**config.mk**
```make
export PLATFORM = sky130hd
export DESIGN_NAME = paint_packet_decoder
export DESIGN_NICKNAME = d
export VERILOG_FILES = /design/src/rtl/paint_pkg.sv /design/src/rtl/paint_packet_decoder_gap_timer.sv /design/src/rtl/paint_packet_decoder.sv
export SDC_FILE = /design/constraint.sdc
export NUM_CORES = 1
export LEC_CHECK = 0
export CORE_MARGIN = 2
export CORE_UTILIZATION = 48
export DETAILED_ROUTE_END_ITERATION = 10
export PLACE_DENSITY_LB_ADDON = 0.3
export SLEW_MARGIN = 5
export SYNTH_ARGS = -nofsm -noshare
export SYNTH_HDL_FRONTEND = slang
export SYNTH_SLANG_ARGS = --single-unit
```
**constraint.sdc**
```tcl
create_clock -name clk -period 1.9 [get_ports clk]
set_input_delay 0.38 -clock clk [delete_from_list [all_inputs] [get_ports clk]]
set_output_delay 0.38 -clock clk [all_outputs]
set_load 0.02 [all_outputs]
```
**src/rtl/paint_pkg.sv**
```systemverilog
// rtl/paint_pkg.sv - shared types and defaults for the paint packet decoder
package paint_pkg;

  localparam logic [3:0] SYNC_NIBBLE        = 4'hA;
  localparam int         DEF_H_ACTIVE       = 640;
  localparam int         DEF_V_ACTIVE       = 480;
  localparam int         DEF_TIMEOUT_CYCLES = 25175;

  typedef logic [2:0] color_t;

  typedef enum logic [2:0] {
    ST_HDR,
    ST_XH,
    ST_XL,
    ST_YH,
    ST_YL,
    ST_CK
  } pkt_state_t;

  function automatic logic [7:0] sat_inc8(input logic [7:0] v);
    return (v == 8'hFF) ? v : v + 8'd1;
  endfunction

endpackage

```
**src/rtl/paint_packet_decoder_gap_timer.sv**
```systemverilog
// rtl/paint_packet_decoder_gap_timer.sv - inter-byte gap timer for the paint packet decoder
module gap_timer
  import paint_pkg::*;
#(
  parameter int TIMEOUT_CYCLES = DEF_TIMEOUT_CYCLES
) (
  input  logic clk,
  input  logic reset,
  input  logic run,
  input  logic clear,
  output logic expired
);

  localparam int            CW    = $clog2(TIMEOUT_CYCLES + 1);
  localparam logic [CW-1:0] LIMIT = CW'(TIMEOUT_CYCLES - 1);

  // count holds (cycles since the last accepted byte) - 1, so expiry lands
  // exactly TIMEOUT_CYCLES cycles after that byte
  logic [CW-1:0] count;

  always_ff @(posedge clk) begin
    if (!reset) begin
      count <= '0;
    end else if (clear || !run) begin
      count <= '0;
    end else if (count != LIMIT) begin
      count <= count + CW'(1);
    end
  end

  assign expired = run && (count == LIMIT);

endmodule

```
**src/rtl/paint_packet_decoder.sv**
```systemverilog
// rtl/paint_packet_decoder.sv - SPI byte stream to paint command decoder (option: PKT_CHECKSUM_EN)
module paint_packet_decoder
  import paint_pkg::*;
#(
  parameter int H_ACTIVE       = DEF_H_ACTIVE,
  parameter int V_ACTIVE       = DEF_V_ACTIVE,
  parameter int TIMEOUT_CYCLES = DEF_TIMEOUT_CYCLES
) (
  input  logic       clk,
  input  logic       reset,
  input  logic       byte_valid,
  input  logic [7:0] byte_data,
  output logic [9:0] x,
  output logic [9:0] y,
  output logic       brush,
  output color_t     newColor,
  output logic       ready,
  output logic [7:0] err_cnt
);

  localparam logic [10:0] X_LIMIT = 11'(H_ACTIVE);
  localparam logic [10:0] Y_LIMIT = 11'(V_ACTIVE);

  pkt_state_t state, state_next;

  logic       timer_expired;
  logic       hdr_ok;
  logic       rsv_ok;
  logic       accept_byte;
  logic       final_byte;
  logic       pkt_good;
  logic       err_inc;
  logic [9:0] y_final;

  logic       brush_s;
  color_t     color_s;
  logic [9:0] x_s;
  logic [1:0] y_hi_s;
  logic       rsv_bad_s;
`ifdef PKT_CHECKSUM_EN
  logic [9:0] y_s;
  logic [7:0] csum_s;
`endif

  assign hdr_ok = (byte_data[7:4] == SYNC_NIBBLE);
  assign rsv_ok = (byte_data[7:2] == 6'd0);

  gap_timer #(
    .TIMEOUT_CYCLES(TIMEOUT_CYCLES)
  ) u_gap_timer (
    .clk    (clk),
    .reset  (reset),
    .run    (state != ST_HDR),
    .clear  (accept_byte),
    .expired(timer_expired)
  );

  always_ff @(posedge clk) begin
    if (!reset) begin
      state <= ST_HDR;
    end else begin
      state <= state_next;
    end
  end

  // A byte arriving in the expiry cycle takes priority over the abort
  always_comb begin
    state_next = state;
    if (byte_valid) begin
      case (state)
        ST_HDR:  state_next = hdr_ok ? ST_XH : ST_HDR;
        ST_XH:   state_next = ST_XL;
        ST_XL:   state_next = ST_YH;
        ST_YH:   state_next = ST_YL;
`ifdef PKT_CHECKSUM_EN
        ST_YL:   state_next = ST_CK;
        ST_CK:   state_next = ST_HDR;
`else
        ST_YL:   state_next = ST_HDR;
`endif
        default: state_next = ST_HDR;
      endcase
    end else if (timer_expired) begin
      state_next = ST_HDR;
    end
  end

  always_comb begin
    accept_byte = byte_valid && ((state != ST_HDR) || hdr_ok);
`ifdef PKT_CHECKSUM_EN
    final_byte  = byte_valid && (state == ST_CK);
    y_final     = y_s;
    pkt_good    = !rsv_bad_s && ({1'b0, x_s} < X_LIMIT) && ({1'b0, y_s} < Y_LIMIT)
                  && (byte_data == csum_s);
`else
    final_byte  = byte_valid && (state == ST_YL);
    y_final     = {y_hi_s, byte_data};
    pkt_good    = !rsv_bad_s && ({1'b0, x_s} < X_LIMIT) && ({1'b0, y_final} < Y_LIMIT);
`endif
    err_inc     = (byte_valid && (state == ST_HDR) && !hdr_ok)
                || (final_byte && !pkt_good)
                || (!byte_valid && timer_expired);
  end

  always_ff @(posedge clk) begin
    if (!reset) begin
      brush_s   <= 1'b0;
      color_s   <= '0;
      x_s       <= '0;
      y_hi_s    <= '0;
      rsv_bad_s <= 1'b0;
`ifdef PKT_CHECKSUM_EN
      y_s       <= '0;
      csum_s    <= '0;
`endif
    end else if (byte_valid) begin
      case (state)
        ST_HDR: begin
          brush_s   <= byte_data[3];
          color_s   <= byte_data[2:0];
          rsv_bad_s <= 1'b0;
        end
        ST_XH: begin
          x_s[9:8]  <= byte_data[1:0];
          rsv_bad_s <= !rsv_ok;
        end
        ST_XL: x_s[7:0] <= byte_data;
        ST_YH: begin
          y_hi_s    <= byte_data[1:0];
          rsv_bad_s <= rsv_bad_s || !rsv_ok;
        end
`ifdef PKT_CHECKSUM_EN
        ST_YL: y_s <= {y_hi_s, byte_data};
`endif
        default: ;
      endcase
`ifdef PKT_CHECKSUM_EN
      csum_s <= (state == ST_HDR) ? byte_data : (csum_s ^ byte_data);
`endif
    end
  end

  always_ff @(posedge clk) begin
    if (!reset) begin
      x        <= '0;
      y        <= '0;
      brush    <= 1'b0;
      newColor <= '0;
      ready    <= 1'b0;
      err_cnt  <= '0;
    end else begin
      ready <= final_byte && pkt_good;
      if (final_byte && pkt_good) begin
        x        <= x_s;
        y        <= y_final;
        brush    <= brush_s;
        newColor <= color_s;
      end
      if (err_inc) begin
        err_cnt <= sat_inc8(err_cnt);
      end
    end
  end

endmodule
```
==> reports/qor.yml <==
yosys:
  yosys.area_share.xor_xnor: 0.0344
  synth_edf_count: 0
  synth_top_family_by_area: "simple AND/OR/NAND/NOR gates"
  synth_nets: 310
  yosys-top-cells-count: "68 x dfxtp_1, 59 x nor2_1, 37 x mux2i_1"
  yosys.area_share.simple: 0.203
  synth_top_area_share: 0.486
  synthesis.area_mm2: 0.00280
  synth_top_flop_cell: "dfxtp_1"
  netlist_instances: 296
  yosys.area.top_type: "dfxtp_1"
  ys_seq_area_frac: 0.486
  synth_compound_area_frac: 0.0884
  yosys_register_bits: 68
  synth.distinct_cells: 42
  ys_async_sr_fraction: 0
  synth_area_leaders: "dfxtp_1 49%, mux2i_1 13%, nor2_1 7.9%"
  syn_area_per_cell_um2: 9.46
  yosys_warnings: 0
  synth_mux_area_frac: 0.132
  synth_fa_ha_area_frac: 0.0134
  yosysMostFrequentCell: "dfxtp_1"
detailed_routing:
  drcViolationCount: 0
  avgRoutedWirePerCell_um: 14.5
  drtAntennaViolNets: 0
  routed_wirelength_um: 6350
  dr.pass1.iters: 4
  drtIter0Drc: 159
  via_per_inst: 5.36
  vias: 2354
critical_path:
  crit_slowest_cell: "or4_4"
  crit_required_ns: 2.19
  critPathBufInv: 1
  r2r-start: "u_gap_timer.count[0]"
  worst-setup-path-type: "reg -> reg"
  critical_path.top_delay_family: "simple AND/OR/NAND/NOR gates"
  critical-path-max-stage-delay_ns: 0.56
  endpoint_kind: "register"
  arrival_ns: 2.15
  crit_cells: 7
  cp-startpoint: "u_gap_timer.count[0]"
  cp_cell_sequence: "inv_2 > ha_1 > and4b_1 > and4_4 > a211oi_4 > or4_4 > a21oi_2"
  critPathMaxFanout: 8
  reg2reg_depth: 7
  rrSetupSlack_ns: 0.04
  worstReg2RegEnd: "err_cnt[3]"
  setup.worst_path.start_class: "register"
global_route:
  grt_pass1_wl_um: 10300
  grt_max_degree: 52
  grt_overflow_total: 0
  antenna_found_initial: 0
  grt_pass1_vias: 2191
  grt_usage: 0.210
clock_network:
  cts_buffers: 9
  cts_buffer_depth: 2
  path_clk_slew_ns: 0.08
  hold_buffers: 0
  cts-root-buf: "clkbuf_8"
  clock_tree.htree_level_count: 3
  cts.sink_count: 68
  insertion_delay_ns: 0.35
  cts_tree: "done"
die:
  die_y_um: 80.4
  coreArea_mm2: 0.00557
  start_util: 0.503
  io_pins: 44
  die_area_mm2: 0.00646
  rows: 27
  die_x_um: 80.4
timing:
  timing.fmax_mhz: 538
  rsz0062_at_grt: "yes"
  period_share: 0.977
  tightest_slew_ns: 0.696
  fin_setup_tns_ns: 0
  drv_slew: 0
  skew_ns: 0.00721
  min_period_ns: 1.86
  finalSetupViolCount: 0
  relSlewSlack: 0.534
  hold_violations: 0
layout:
  area_growth_pct: 35.1
  diodes: 0
  utilization: 0.679
  final_cells: 439
  design_area_mm2: 0.00378
  drive_gt1_frac: 0.177
  finalNetCount: 376
placed_design:
  dp_cells: 420
  gp_congestion: 0.840
  dpl.hpwl_um: 4160
  place_area_mm2: 0.00345
  port_buffers: 43
hold_path:
  hp-class: "reg -> reg"
  worstHoldStart: "y[9]"
  whs_path_depth: 1
  min_to: "y[9]"
power_and_ir_drop:
  p_leak_nw: 1.54
  powerDensity_mw_per_mm2: 767
  ir_worst_vdd_mv: 0.797
job:
  cap_violations: 0
status:
  outcome: "complete, no violations"
==> cell usage in the layout (no fill, tap or decap), types with 2 or more instances in the layout <==
cell	count
and3_1	2
or3_2	2
ha_1	3
a211oi_4	2
nor3_1	5
nand4_1	5
o41ai_2	2
dfxtp_1	66
dlymetal6s2s_1	3
mux2i_1	37
nor2b_1	2
or4_1	2
or4_4	2
or3_1	3
clkdlybuf4s50_1	39
a21oi_1	12
bufinv_16	2
nand3_1	10
nand2_1	12
inv_1	4
xnor2_1	3
and4b_1	2
a21oi_2	3
o31ai_1	2
dfxtp_2	2
clkbuf_8	9
buf_12	3
o41ai_1	2
nor2_1	58
xor2_1	8
inv_6	2
o21ai_0	10
buf_4	24
==> stage by stage <==
step | hold slack (ns) | total power [mW] | worst slack [ns]
after detailed placement | 0.476 | 1.61 | -0.420
after floorplan | 0.451 | 1.54 | 0.0582
after global routing | 0.497 | 3.00 | -0.0298
after CTS | 0.488 | 2.92 | -0.00480
final | 0.491 | 2.90 | 0.0429
after global placement | 0.465 | 1.61 | -0.347
==> per-layer routing <==
| metal | up-vias | share of wire | GRT usage |
|---|---|---|---|
| li1 | 1173 | - | - |
| met1 | 1107 | 0.48 | 0.287 |
| met2 | 66 | 0.47 | 0.317 |
| met3 | 8 | 0.040 | 0.0573 |
| met4 | 0 | 0.014 | 0.0763 |
| met5 | - | 0 | 0 |
==> worst register-to-register path, stage by stage (launching register included) <==
cell and delay, ns:
dfxtp_2 0.33, inv_2 0.05, ha_1 0.13, and4b_1 0.22
and4_4 0.29, a211oi_4 0.12, or4_4 0.56, a21oi_2 0.12
==> where the power goes <==
part	internal (mW)	switching [mW]
registers	1.43	0.00864
clock network	0.747	0.574
logic	0.0620	0.0750
==> cells by family after synthesis <==
family                     count (synthesis)
adders and majority gates                  3
muxes                                     37
AOI/OAI and AO/OA                         39
DFF                                       68
and+or+nand+nor                          116
buffers and inverters                     22
xor gates and xnor gates                  11
==> worst max path at each step <==
stage                  to  slack (ns)
2_1_floorplan  err_cnt[6]        0.06
3_3_place_gp   err_cnt[5]       -0.35
3_5_place_dp   err_cnt[5]       -0.42
4_1_cts        err_cnt[4]      -0.005
5_1_grt        err_cnt[3]       -0.03
6_report       err_cnt[3]        0.04
==> timing repair <==
item | in CTS | in global routing
setup buffers | 1 | 1
gates resized for setup | 8 | 15
endpoints found under the setup margin | 8 | 8
cloned | 1 | 0
pin swaps | 3 | 11
==> registers in the layout (all words and copies together), names as in the netlist <==
signal	count
x	10
color_s	3
y_hi_s	2
brush_s	1
err_cnt	8
state	3
x_s	10
y	10
newColor	3
u_gap_timer.count	15
brush	1
ready	1
rsv_bad_s	1
==> area by class of cell <==
class / count / area, um2
multi-input combinational: 207 / 1410
clock inverter: 7 / 98.8
inverter: 6 / 22.5
timing repair buffer: 70 / 677
tap: 72 / 90.1
clock buffer: 9 / 124
sequential: 68 / 1360
fill: 455 / 1790
Note: power is estimated with default switching activity, not from simulation.
